==> config.mk <==
export PLATFORM = sky130hd
export DESIGN_NAME = flicky_hvgen
export DESIGN_NICKNAME = d
export VERILOG_FILES = /design/src/rtl/flicky_hvgen_pkg.sv /design/src/rtl/flicky_rgb_expand.sv /design/src/rtl/flicky_hvgen.sv
export SDC_FILE = /design/constraint.sdc
export NUM_CORES = 1
export LEC_CHECK = 0
export BUFFER_PORTS_ARGS = -buffer_cell sky130_fd_sc_hd__buf_2
export CORE_ASPECT_RATIO = 1.5
export CORE_MARGIN = 3
export CORE_UTILIZATION = 40
export CTS_CLUSTER_SIZE = 28
export DETAILED_ROUTE_END_ITERATION = 8
export PLACE_DENSITY = 0.68
export SLEW_MARGIN = 20
export SYNTH_ARGS = -nofsm -noshare
export SYNTH_HDL_FRONTEND = slang
export SYNTH_HIERARCHICAL = 1
export SYNTH_SLANG_ARGS = --single-unit
==> constraint.sdc <==
create_clock -name clk48M -period 2.2 [get_ports clk48M]
set_input_delay 0.33 -clock clk48M [delete_from_list [all_inputs] [get_ports clk48M]]
set_output_delay 0.33 -clock clk48M [all_outputs]
set_load 0.01 [all_outputs]
==> src/rtl/flicky_hvgen_pkg.sv <==
// Shared timing constants and pipeline types for the Flicky video timing generator.
package flicky_hvgen_pkg;

    localparam int unsigned DEF_H_TOTAL     = 384;
    localparam int unsigned DEF_V_TOTAL     = 264;
    localparam int unsigned DEF_H_VIS       = 256;
    localparam int unsigned DEF_V_VIS       = 224;
    localparam int unsigned DEF_HSYNC_START = 304;
    localparam int unsigned DEF_HSYNC_LEN   = 32;
    localparam int unsigned DEF_VSYNC_START = 240;
    localparam int unsigned DEF_VSYNC_LEN   = 3;

    // One pixel's worth of registered video state, one pixel behind PH/PV.
    typedef struct packed {
        logic [7:0] pix;
        logic       hblank;
        logic       vblank;
        logic       hsync;
        logic       vsync;
    } pix_stage_t;

    function automatic logic [9:0] sext10(input logic [3:0] ofs);
        return {{6{ofs[3]}}, ofs};
    endfunction

endpackage

==> src/rtl/flicky_rgb_expand.sv <==
// Expands the 8-bit {B2,G3,R3} palette pixel to 24-bit RGB and forces black during blanking.
module flicky_rgb_expand (
    input  logic [7:0] pix,
    input  logic       blank,
    output logic [7:0] r,
    output logic [7:0] g,
    output logic [7:0] b
);

    logic [2:0] r3;
    logic [2:0] g3;
    logic [1:0] b2;

    always_comb begin
        r3 = pix[2:0];
        g3 = pix[5:3];
        b2 = pix[7:6];
        r  = '0;
        g  = '0;
        b  = '0;
        if (!blank) begin
            r = {r3, r3, r3[2:1]};
            g = {g3, g3, g3[2:1]};
            b = {b2, b2, b2, b2};
        end
    end

endmodule

==> src/rtl/flicky_hvgen.sv <==
// Flicky video timing: 6 MHz pixel enable, H/V counters, offset-adjustable syncs and a one-pixel colour pipeline.
module flicky_hvgen
    import flicky_hvgen_pkg::*;
#(
    parameter int unsigned H_TOTAL     = DEF_H_TOTAL,
    parameter int unsigned V_TOTAL     = DEF_V_TOTAL,
    parameter int unsigned H_VIS       = DEF_H_VIS,
    parameter int unsigned V_VIS       = DEF_V_VIS,
    parameter int unsigned HSYNC_START = DEF_HSYNC_START,
    parameter int unsigned HSYNC_LEN   = DEF_HSYNC_LEN,
    parameter int unsigned VSYNC_START = DEF_VSYNC_START,
    parameter int unsigned VSYNC_LEN   = DEF_VSYNC_LEN
) (
    input  logic       clk48M,
    input  logic       reset,
    input  logic [3:0] HOFS,
    input  logic [3:0] VOFS,
    input  logic [7:0] POUT,
    output logic       CE_PIX,
    output logic [8:0] PH,
    output logic [8:0] PV,
    output logic [7:0] R,
    output logic [7:0] G,
    output logic [7:0] B,
    output logic       HSYNC,
    output logic       VSYNC,
    output logic       HBLANK,
    output logic       VBLANK
);

    logic [2:0] phase;
    logic [3:0] hofs_f;
    logic [3:0] vofs_f;
    pix_stage_t stage;

    logic       h_wrap;
    logic       v_wrap;
    logic [9:0] hs_lo;
    logic [9:0] hs_hi;
    logic [9:0] vs_lo;
    logic [9:0] vs_hi;
    logic       raw_hblank;
    logic       raw_vblank;
    logic       raw_hsync;
    logic       raw_vsync;

    // Gated by reset so the enable is low throughout reset, not just from the next edge.
    always_comb begin
        CE_PIX = (phase == 3'd7) && !reset;
    end

    always_comb begin
        h_wrap     = (PH == 9'(H_TOTAL - 1));
        v_wrap     = (PV == 9'(V_TOTAL - 1));
        hs_lo      = 10'(HSYNC_START) + sext10(hofs_f);
        hs_hi      = hs_lo + 10'(HSYNC_LEN - 1);
        vs_lo      = 10'(VSYNC_START) + sext10(vofs_f);
        vs_hi      = vs_lo + 10'(VSYNC_LEN - 1);
        raw_hblank = (PH >= 9'(H_VIS));
        raw_vblank = (PV >= 9'(V_VIS));
        raw_hsync  = ({1'b0, PH} >= hs_lo) && ({1'b0, PH} <= hs_hi);
        raw_vsync  = ({1'b0, PV} >= vs_lo) && ({1'b0, PV} <= vs_hi);
    end

    always_ff @(posedge clk48M) begin
        if (reset) begin
            phase  <= '0;
            PH     <= '0;
            PV     <= '0;
            hofs_f <= '0;
            vofs_f <= '0;
            stage  <= '0;
        end else begin
            phase <= phase + 3'd1;
            if (CE_PIX) begin
                stage <= '{pix:    POUT,
                           hblank: raw_hblank,
                           vblank: raw_vblank,
                           hsync:  raw_hsync,
                           vsync:  raw_vsync};
                if (h_wrap) begin
                    PH <= '0;
                    if (v_wrap) begin
                        PV     <= '0;
                        // Offsets only take effect at frame boundaries so a frame never tears.
                        hofs_f <= HOFS;
                        vofs_f <= VOFS;
                    end else begin
                        PV <= PV + 9'd1;
                    end
                end else begin
                    PH <= PH + 9'd1;
                end
            end
        end
    end

    always_comb begin
        HSYNC  = stage.hsync;
        VSYNC  = stage.vsync;
        HBLANK = stage.hblank;
        VBLANK = stage.vblank;
    end

    flicky_rgb_expand u_rgb_expand (
        .pix   (stage.pix),
        .blank (stage.hblank | stage.vblank),
        .r     (R),
        .g     (G),
        .b     (B)
    );

endmodule

======== Word-level counts from Yosys, hierarchy flattened ========
Cells that the tools add are included.
cells by class
  reduce and logical (&&, ||, !) cells .... 6
  bitwise operators ....................... 1
  $add $sub $neg .......................... 7
  equality and inequality tests ........... 3
  multiplexer cells ....................... 5
  magnitude comparators ................... 6
operator list
  cell                                                                number
  two-way mux 8 bit                                                   3
  greater-or-equal comparator 9 x 10 -> 1 bit                         2
  <= comparator 9 x 10 -> 1 bit                                       2
  adder 9 x 1 -> 9 bit (second input constant)                        2
  equality test 9 bit (second input constant)                         2
  two-way mux 9 bit                                                   2
  adder 10 x 2 -> 10 bit (second input constant)                      1
  adder 10 x 5 -> 10 bit (second input constant)                      1
  adder 9 x 10 -> 10 bit (first input constant)                       1
  adder 9 x 4 -> 10 bit (first input constant)                        1
  greater-or-equal comparator 9 x 8 -> 1 bit (second input constant)  1
  greater-or-equal comparator 9 bit (second input constant)           1
  adder 3 x 1 -> 3 bit (second input constant)                        1
  equality test 3 bit (second input constant)                         1
  logical AND 1 bit                                                   3
  AND reduction 3 bit                                                 1
  AND reduction 2 bit                                                 1
  logical NOT 1 bit                                                   1
  bitwise OR 1 bit                                                    1
word-level totals
  bits of input ports ..................... 18
  output and inout bits ................... 47
  flip-flop bits (word level) ............. 41

======== Longest topological paths before layout ========
Gate-level depths: netlist of run 1.
  word-level depth ........................ 4
  depth in mapped cells ................... 10
  mapped depth without buffers ............ 10

======== Hierarchy ========
The synthesis of run 1 kept the hierarchy.
modules (own cells, without submodules)
  module             times used  sequential area each (sq um)  area each (sq um)  cells an instance
  flicky_hvgen       1           820.8                         2,394.8            265
  flicky_rgb_expand  1           0.0                           170.2              24

======== Worst setup path before layout of run 1 ========
Ideal clock, no wire load.
  path kind ............................... register to register
  start point ............................. reg vofs_f[3]
  end point ............................... reg stage, in the netlist VSYNC
  required time ........................... 2.088 ns
  slack ................................... 0.284 ns
  library setup time ...................... 0.112 ns
  arrival time ............................ 1.804 ns
  stages on the path, launching flop included .. 10
  clock period less this slack ............ 1.916 ns
  cells stage by stage .................... dfxtp_1 -> inv_1 -> nor3_1 -> ha_1 -> inv_1 -> ha_1 -> a221oi_1 -> o221ai_1 -> nor4b_1 -> a2111oi_1
on the way
  word-level cells in the longest chain between the ends .. 4
  elaborated cells between the ends (all ways) .. 5
ends and longest elaborated chain
  item                           RTL line            text
  from (decl)                    flicky_hvgen.sv:33  logic [3:0] vofs_f;
  from (signal assigned)         flicky_hvgen.sv:71  vofs_f <= '0;
  from (signal assigned)         flicky_hvgen.sv:87  vofs_f <= VOFS;
  adder 9 x 4 -> 10 bit *        flicky_hvgen.sv:57  vs_lo = 10'(VSYNC_START) + sext10(vofs_f);
  adder 10 x 2 -> 10 bit         flicky_hvgen.sv:58  vs_hi = vs_lo + 10'(VSYNC_LEN - 1);
  <= comparator 9 x 10 -> 1 bit  flicky_hvgen.sv:62  raw_vsync = ({1'b0, PV} >= vs_lo) && ({1'b0, PV} <= vs_hi);
  logical AND 1 bit *            flicky_hvgen.sv:62
  to (signal assigned)           flicky_hvgen.sv:76  stage <= '{pix: POUT,
  to (decl)                      flicky_hvgen.sv:34  pix_stage_t stage;
Every way passes the cells marked *; elsewhere a longest branch is shown, timed or not.
A chain may end at the register's enable or synchronous reset.

======== Worst setup path after layout of run 1 ========
Same ends and word-level chain as after synthesis.

==> reports/qor.yml, run 1 <==
syn_avg_cell_area_um2: 8.88
first_global_vias: 2078
worstRegToRegCells: 9
cts_buffer_depth: 2
dpl.hpwl_mm: 4.25
period_share: 0.956
fmax_mhz: 475
globalRouteTotalUtil: 0.154
slowest_delay_ns: 0.37
drv_cap: 0
grt_remaining_overflow: 0
crit_family: "compound AO/OA/AOI/OAI gates"
synth.cell_area_um2: 2560
crit_required_ns: 2.36
cts.sink_count: 41
vias: 2115
start_kind: "flop"
reg2reg_to: "VSYNC"
synth_edf_count: 0
cts_root_buffer: "clkbuf_8"
cp_max_fo: 4
io_pins: 65
holdBufCountCts: 0
numCtsBuffers: 5
port_buffers: 64
design_power_total_mw: 1.42
whs_path_depth: 3
p_leak_nw: 1.44
slowest_stage: "a2111oi_1"
synth-seq-cells: 41
hold_viol: 0
status: "finished, final reports clean"
crit_buf_inv: 2
ff2ff_setup_slack_ns: 0.1
antenna_left: 0
rr_startpoint: "vofs_f[3]"
start_util: 0.415
wirelength_mm: 5.58
setup_ws_ns: 0.0967
maxSlewViolCount: 0
first_pass_iters: 4
h-tree-depth: 2
ir_drop_uv: 353
grt_max_degree: 37
cp.arrival_ns: 2.27
cts.clk_slew.worst_paths_ns: 0.08
period_needed_ns: 2.10
cp-end-kind: "flop"
cts_tree: "yes"
seq_area_frac_synth: 0.320
hold_class: "input pin to flop"
layout.nets: 391
yosysWarnings: 6
antenna_found_initial: 0
rows: 35
crit_type: "flop to flop"
finClkSkew_ns: 0.00347
synth_cell_type_count: 44
gp_congestion: 0.835
drive_above_1_share: 0.268
die_w_um: 71.4
syn_inst: 289
fp.coreArea_um2: 6170
dieArea_um2: 7430
synthArstFlopShare: 0
wl_per_cell_um: 13.4
place_ws_ns: 0.0249
post-cts-setup-buffers: 0
diodes: 0
viasPerCell: 5.07
setup_viol: 0
path_cells: "inv_1 > nor3_1 > ha_1 > inv_1 > ha_1 > a221oi_2 > o221ai_1 > nor4b_1 > a2111oi_1"
min_from: "HOFS[2]"
tns_ns: 0
fp.dieH_um: 104
area_delta_synth_final_pct: 16.0
clk_latency_ns: 0.29
rsz0062_at_grt: "false"
powerDensity_nw_per_um2: 477
hold_end: "hofs_f[2]"
grt_pass1_wl_mm: 9.48
route.detailed.drc: 0
dr.first_iter.drc_count: 41
cp.depth: 9
nFillCells: 603
synth_ff_type: "dfxtp_1"
synthesized netlist by cell type, drive strengths merged, types with 8 or more instances:
library cell  count  area (µm²)
nand2            15        56.3
a21oi             9        45.0
nor2             42         158
nor3              8        40.0
mux2i            17         170
nand3            10        65.1
inv              16        60.1
buf              21         164
xor2             11        96.3
nor2b            10        62.6
ha               31         388
dfxtp            41         821
final cells by class:
class,instances,area (µm²),area share
multi-input cells,207,1510,0.508
clock inverters,1,30.0,0.0101
inverters,16,60.1,0.0202
flip-flops and latches,41,822,0.276
repair buffers,71,373,0.125
clock buffers,7,86.3,0.0290
well taps,74,92.6,0.0311
metrics by stage:
step / util / std cells / hold slack (ns) / cell area (µm²)
finish: 0.482 / 417 / 0.269 / 2980
global route: 0.482 / 417 / 0.264 / 2980
global placement: 0.462 / 409 / 0.411 / 2850
detailed placement: 0.462 / 409 / 0.416 / 2850
CTS: 0.481 / 417 / 0.262 / 2970
floorplan: - / 290 / 0.399 / 2570
flip-flops by register name, summed over array words and instances (netlist names):
name    cells
stage       8
PV          9
VBLANK      1
vofs_f      4
hofs_f      4
VSYNC       1
HBLANK      1
PH          9
HSYNC       1
phase       3
layout by cell type, fill, tap and decap left out, types with 3 or more instances in the layout:
master     n
buf_2     64
nor2_1    42
dfxtp_1   40
ha_1      31
mux2i_1   17
inv_1     16
nand2_1   15
xor2_1    11
nor2b_1   10
a21oi_1    9
nor3_1     8
nand3_1    7
buf_4      7
xnor2_1    6
clkbuf_8   6
nand2b_1   4
nand4_1    4
nor3b_1    4
or2_2      3
nand3_2    3
o21ai_0    3
nand4b_1   3
tightest hold or removal path: stages:
cell and delay, ns:
buf_2 0.07, mux2i_1 0.05, nor2_1 0.07
worst max-delay path by stage:
stage	slack, ns	start	end
finish	0.1	vofs_f[3]	VSYNC
CTS	0.01	vofs_f[3]	VSYNC
floorplan	0.28	vofs_f[3]	VSYNC
detailed placement	0.02	vofs_f[3]	VSYNC
global route	0.01	vofs_f[3]	VSYNC
global placement	0.21	vofs_f[3]	VSYNC
cell families (layout without fill, tap and decap cells):
logic type | Yosys count | count (layout) | share of synthesized area
other | 1 | 2 | 0.00146
xor gates and xnor gates | 17 | 17 | 0.0580
and+or+nand+nor | 112 | 112 | 0.231
muxes | 19 | 19 | 0.0751
DFF | 41 | 41 | 0.320
buffers and inverters | 42 | 95 | 0.0946
AOI/OAI and AO/OA | 26 | 26 | 0.0688
adders and majority gates | 31 | 31 | 0.151
per-layer routing:
metal | wire, µm | global-route usage
met2 | 2980 | 0.279
met4 | 104 | 0.0578
met3 | 186 | 0.0271
met5 | 0 | 0
met1 | 2310 | 0.174
power by group:
part	total, mW	leakage [nW]	switching [mW]	internal (mW)
logic	0.0491	1.05	0.0260	0.0232
registers	0.749	0.331	0.00200	0.747
clock network	0.621	0.0585	0.251	0.370
total	1.42	1.44	0.279	1.14
timing repair:
item	4_1_cts	5_1_grt
hold endpoints to repair	0	0
gates resized for setup	0	2
setup endpoints to repair	0	1
(Power assumes the default switching activity.)
==> inputs of run 2 (changes only) <==
--- a/config.mk
+++ b/config.mk
@@ -12,8 +12,8 @@
 export CTS_CLUSTER_SIZE = 28
 export DETAILED_ROUTE_END_ITERATION = 8
 export PLACE_DENSITY = 0.68
+export RECOVER_POWER = 100
 export SLEW_MARGIN = 20
 export SYNTH_ARGS = -nofsm -noshare
 export SYNTH_HDL_FRONTEND = slang
-export SYNTH_HIERARCHICAL = 1
 export SYNTH_SLANG_ARGS = --single-unit
==> reports/qor.yml, run 2 <==
crit_required_ns: 2.39  # +0.03 ns
io_pins: 65  # unchanged
period_needed_ns: 2.00  # -0.104 ns
synth_top_cell_by_area: "dfxtp_1"
synth_cell_type_count: 43  # -2.3%
area_delta_synth_final_pct: 14.7
grt_pass1_wl_mm: 8.80  # -7.1%
yosysWarnings: 0  # -6
reg_top3: "PH x9, PV x9, stage x8"
rows: 34  # -2.9%
first_pass_iters: 4  # unchanged
hold_viol: 0  # unchanged
cp.depth: 9  # unchanged
crit_type: "flop to flop"
min_from: "HOFS[3]"
cp_max_fo: 4  # unchanged
syn_avg_cell_area_um2: 8.97  # +1.1%
synth_ff_type: "dfxtp_1"
cp-end-kind: "flop"
path_cells: "inv_1 > ha_1 > a21o_1 > ha_1 > and4b_1 > o21ai_0 > o2111ai_1 > o21ai_0 > a32o_1"
status: "finished, final reports clean"
period_share: 0.909  # -0.0471
whs_ns: 0.264  # -0.00488 ns
synth.cell_area_um2: 2530  # -1.4%
cp.arrival_ns: 2.19  # -0.08 ns
port_buffers: 64  # unchanged
cts.sink_count: 41  # unchanged
globalRouteTotalUtil: 0.151  # -0.00256
critPathCapture: "HSYNC"
synthArstFlopShare: 0  # unchanged
powerDensity_nw_per_um2: 484  # +1.4%
cts.clk_slew.worst_paths_ns: 0.08  # about the same
synthTopCellsByCount: "nor2_1, dfxtp_1, ha_1"
vias: 2075  # -1.9%
dieArea_um2: 7330  # -1.3%
slew_headroom: 0.440
start_util: 0.425  # +0.00939
maxSlewViolCount: 0  # unchanged
tns_ns: 0  # unchanged
reg2reg_to: "HSYNC"
h-tree-depth: 2  # unchanged
die_w_um: 70.9  # -0.62%
ff2ff_setup_slack_ns: 0.20  # +0.10 ns
synth_edf_count: 0  # unchanged
holdBufCountCts: 0  # unchanged
dpl.hpwl_mm: 4.25  # about the same
cts_root_buffer: "clkbuf_8"
grt_remaining_overflow: 0  # unchanged
layout.nets: 390  # -0.26%
dr.first_iter.drc_count: 65  # +59%
cp-startpoint: "hofs_f[0]"
hold_class: "input pin to flop"
crit_family: "compound AO/OA/AOI/OAI gates"
start_kind: "flop"
syn_inst: 282  # -2.4%
fp.dieH_um: 103  # -0.65%
diodes: 0  # unchanged
rr_startpoint: "hofs_f[0]"
yosys.cell_count.top_type: "nor2_1"
yosysTopAreaCellShare: 0.324  # +0.00443
crit_buf_inv: 1  # -1
seq_area_frac_synth: 0.324  # +0.00443
gp_congestion: 0.850  # +1.8%
ir_drop_uv: 386  # +9.3%
cts_tree: "yes"
drv_cap: 0  # unchanged
first_global_vias: 1942  # -6.5%
setup_viol: 0  # unchanged
slowest_delay_ns: 0.38  # about the same
mostFrequentLayoutCell: "nor2_1"
numCtsBuffers: 5  # unchanged
wl_per_cell_um: 13.0  # -3.0%
antenna_found_initial: 0  # unchanged
p_leak_nw: 1.31  # -9.6%
fp.coreArea_um2: 5960  # -3.5%
slowest_stage: "dfxtp_1"
drive_above_1_share: 0.152  # -0.116
finClkSkew_ns: 0.0101  # +0.00660 ns
antenna_left: 0  # unchanged
rsz0062_at_grt: "false"
design_power_total_mw: 1.40  # -1.1%
wirelength_mm: 5.37  # -3.7%
worstRegToRegCells: 9  # unchanged
route.detailed.drc: 0  # unchanged
fmax_mhz: 500  # +5.2%
worst_pin_slew_ns: 0.840
layout_common_cells: "nor2_1, clkbuf_1, dfxtp_1"
grt_max_degree: 19  # -49%
yosys-top-cells-area: "dfxtp_1, ha_1, mux2i_1"
clk_latency_ns: 0.29  # about the same
cts_buffer_depth: 2  # unchanged
viasPerCell: 5.01  # -1.2%
post_dp_cell_area_um2: 2860  # +0.35%
fin_area_um2: 2900  # -2.4%
synth-seq-cells: 41  # unchanged
## run 2: changes by cell type in the layout (fill, tap and decap cells not counted), moves of 4 or more
cell,previous run,this run
buf_2,64,30
nor2_2,0,5
buf_4,7,2
nand4_1,4,8
nor2b_1,10,5
clkbuf_1,1,41
and2_0,0,8
o21ai_0,3,8
nor3b_1,4,0
nand2_1,15,11
nor3_1,8,2
## run 2: area by class of cell
| cell class | instances | area (µm²) |
|---|---|---|
| fillers | 621 | 3050 |
| multi-input cells | 204 | 1500 |
| flip-flops and latches | 41 | 822 |
| repair buffers | 74 | 324 |
| well taps | 72 | 90.1 |
| clock buffers | 5 | 68.8 |
| inverters | 15 | 56.3 |
| clock inverters | 3 | 46.3 |
## run 2: through the flow
stage | util | std cells | setup slack [ns]
finish | 0.487 | 414 | 0.200
global route | 0.487 | 414 | 0.0148
CTS | 0.500 | 414 | 0.150
detailed placement | 0.480 | 406 | 0.171
global placement | 0.480 | 406 | 0.235
floorplan | - | 283 | 0.287
## run 2: how the worst min path moves through the flow
stage / cells after the start / to
finish: 3 / hofs_f[3]
global route: 3 / stage[5]
CTS: 3 / hofs_f[3]
detailed placement: 1 / phase[0]
global placement: 1 / phase[0]
floorplan: 1 / phase[0]
## run 2: report_power, final
group	leakage [nW]	total (mW)	switching, mW	internal, mW
logic	0.920	0.0485	0.0278	0.0207
registers	0.331	0.749	0.00239	0.747
clock network	0.0543	0.606	0.267	0.339
## run 2: worst reg2reg max path: cells and delay by family, from the launching register on
kind / cells / cell delay, ns
flip-flops: 1 / 0.38
buffers and inverters: 1 / 0.08
adder cells (fa/ha/maj): 2 / 0.50
AND/OR/NAND/NOR: 1 / 0.22
AO/OA/AOI/OAI: 5 / 0.72
## run 2: per-layer routing
layer / GRT usage / vias up / routed length [µm] / share of wire
li1: - / 1071 / - / -
met3: 0.0261 / 5 / 137 / 0.026
met4: 0.0608 / 0 / 88 / 0.016
met5: 0 / - / 0 / 0
met2: 0.279 / 27 / 2850 / 0.53
met1: 0.173 / 972 / 2300 / 0.43
## run 2: logic make-up after synthesis
kind of cell,synth area share
compound gates,0.0811
xor+xnor,0.0589
fa+ha+maj,0.153
buf+inv,0.0846
flops,0.324
mux,0.0712
other cells,0.00148
simple gates,0.225
## run 2: repair_timing
item	in CTS	in global routing
resized for setup	0	2
setup endpoints to repair	0	1
buffers inserted	0	0
==> inputs of run 3 (changes only) <==
--- a/config.mk
+++ b/config.mk
@@ -9,10 +9,9 @@
 export CORE_ASPECT_RATIO = 1.5
 export CORE_MARGIN = 3
 export CORE_UTILIZATION = 40
-export CTS_CLUSTER_SIZE = 28
 export DETAILED_ROUTE_END_ITERATION = 8
 export PLACE_DENSITY = 0.68
-export RECOVER_POWER = 100
+export RECOVER_POWER = 50
 export SLEW_MARGIN = 20
 export SYNTH_ARGS = -nofsm -noshare
 export SYNTH_HDL_FRONTEND = slang
==> reports/qor.yml, run 3 (synthesis results as in run 2) <==
status: "finished, final reports clean"
fmax_mhz: 500  # about the same
place_ws_ns: 0.171  # unchanged
drv_cap: 0  # unchanged
cp.arrival_ns: 2.19  # about the same
p_leak_nw: 1.40  # +7.1%
cp-end-kind: "flop"
cts.sink_count: 41  # unchanged
h-tree-depth: 2  # unchanged
post-cts-setup-buffers: 0  # unchanged
fp.coreArea_um2: 5960  # unchanged
hold_class: "input pin to flop"
layout_common_cells: "buf_2, nor2_1, dfxtp_1"
mostFrequentLayoutCell: "buf_2"
diodes: 0  # unchanged
dpl.hpwl_mm: 4.25  # unchanged
crit_required_ns: 2.39  # about the same
dieArea_um2: 7330  # unchanged
design_power_total_mw: 1.40  # about the same
route.detailed.drc: 0  # unchanged
start_kind: "flop"
tns_ns: 0  # unchanged
globalRouteTotalUtil: 0.151  # unchanged
cp_max_fo: 4  # unchanged
drive_above_1_share: 0.202  # +0.0497
reg_top3: "PH x9, PV x9, stage x8"
period_needed_ns: 2.00  # -0.00000300 ns
cts_root_buffer: "clkbuf_8"
first_global_vias: 1942  # unchanged
layout.nets: 390  # unchanged
nFillCells: 608  # -2.1%
viasPerCell: 5.02  # about the same
setup_ws_ns: 0.200  # +0.00000300 ns
worst_pin_slew_ns: 0.850  # +0.00991 ns
hold_viol: 0  # unchanged
rsz0062_at_grt: "false"
slew_headroom: 0.433  # -0.00661
fp.dieH_um: 103  # unchanged
first_pass_iters: 4  # unchanged
vias: 2077  # +0.096%
numCtsBuffers: 5  # unchanged
maxSlewViolCount: 0  # unchanged
dr.first_iter.drc_count: 64  # -1.5%
grt_pass1_wl_mm: 8.80  # unchanged
antenna_found_initial: 0  # unchanged
period_share: 0.909  # about the same
wl_per_cell_um: 13.0  # +0.22%
finClkSkew_ns: 0.0101  # -0.00000110 ns
rows: 34  # unchanged
grt_max_degree: 19  # unchanged
io_pins: 65  # unchanged
powerDensity_nw_per_um2: 480  # -0.81%
area_delta_synth_final_pct: 15.7
grt_remaining_overflow: 0  # unchanged
port_buffers: 64  # unchanged
clk_latency_ns: 0.29  # about the same
cts_tree: "yes"
setup_viol: 0  # unchanged
die_w_um: 70.9  # unchanged
gp_congestion: 0.850  # unchanged
start_util: 0.425  # unchanged
cts.clk_slew.worst_paths_ns: 0.08  # about the same
antenna_left: 0  # unchanged
wirelength_mm: 5.38  # +0.22%
cts_buffer_depth: 2  # unchanged
ir_drop_uv: 386  # about the same
crit_type: "flop to flop"
run 3: worst paths after layout:
| check | from | to | slack [ns] | depth (start not counted) |
|---|---|---|---|---|
| max | hofs_f[0] | HSYNC | 0.20 | 9 |
| min | HOFS[3] | hofs_f[3] | 0.26 | 3 |
| min reg2reg | phase[0] | phase[0] | 0.45 | 1 |
| max reg2reg | hofs_f[0] | HSYNC | 0.20 | 9 |
run 3: critical path: stages (launching register included):
cell and delay [ns]:
dfxtp_1 0.38, inv_1 0.08, ha_1 0.22, a21o_1 0.18, ha_1 0.28, and4b_1 0.22
o21ai_0 0.09, o2111ai_1 0.10, o21ai_0 0.12, a32o_1 0.23
run 3: per-layer routing:
layer,vias to the layer above,share of wire,track usage
met2,27,0.53,0.279
met3,5,0.025,0.0261
li1,1070,-,-
met4,0,0.016,0.0608
met1,975,0.43,0.173
met5,-,0,0
run 3: cell type report:
class	instances	area [µm²]	share of cell area
clock buffers	5	68.8	0.0235
inverters	15	56.3	0.0192
clock inverters	3	46.3	0.0158
flip-flops and latches	41	822	0.281
repair buffers	74	344	0.118
well taps	72	90.1	0.0308
multi-input cells	204	1500	0.512
run 3: where the power goes:
| group | leakage (nW) | total [mW] | switching (mW) | internal [mW] |
|---|---|---|---|---|
| clock | 0.0543 | 0.606 | 0.267 | 0.339 |
| sequential | 0.331 | 0.749 | 0.00236 | 0.747 |
| combinational | 1.01 | 0.0491 | 0.0279 | 0.0212 |
| total | 1.40 | 1.40 | 0.297 | 1.11 |
run 3: repair_timing:
| item | CTS | global route |
|---|---|---|
| setup endpoints to repair | 0 | 1 |
| hold buffers | 0 | 0 |
| resized for setup | 0 | 2 |
run 3: per-stage QoR:
stage	utilization	hold WS, ns	cells	cell area (µm²)
2_1_floorplan	-	0.399	283	2530
3_3_place_gp	0.480	0.408	406	2860
3_5_place_dp	0.480	0.443	406	2860
4_1_cts	0.500	0.260	414	2980
5_1_grt	0.492	0.275	414	2930
6_report	0.492	0.264	414	2930
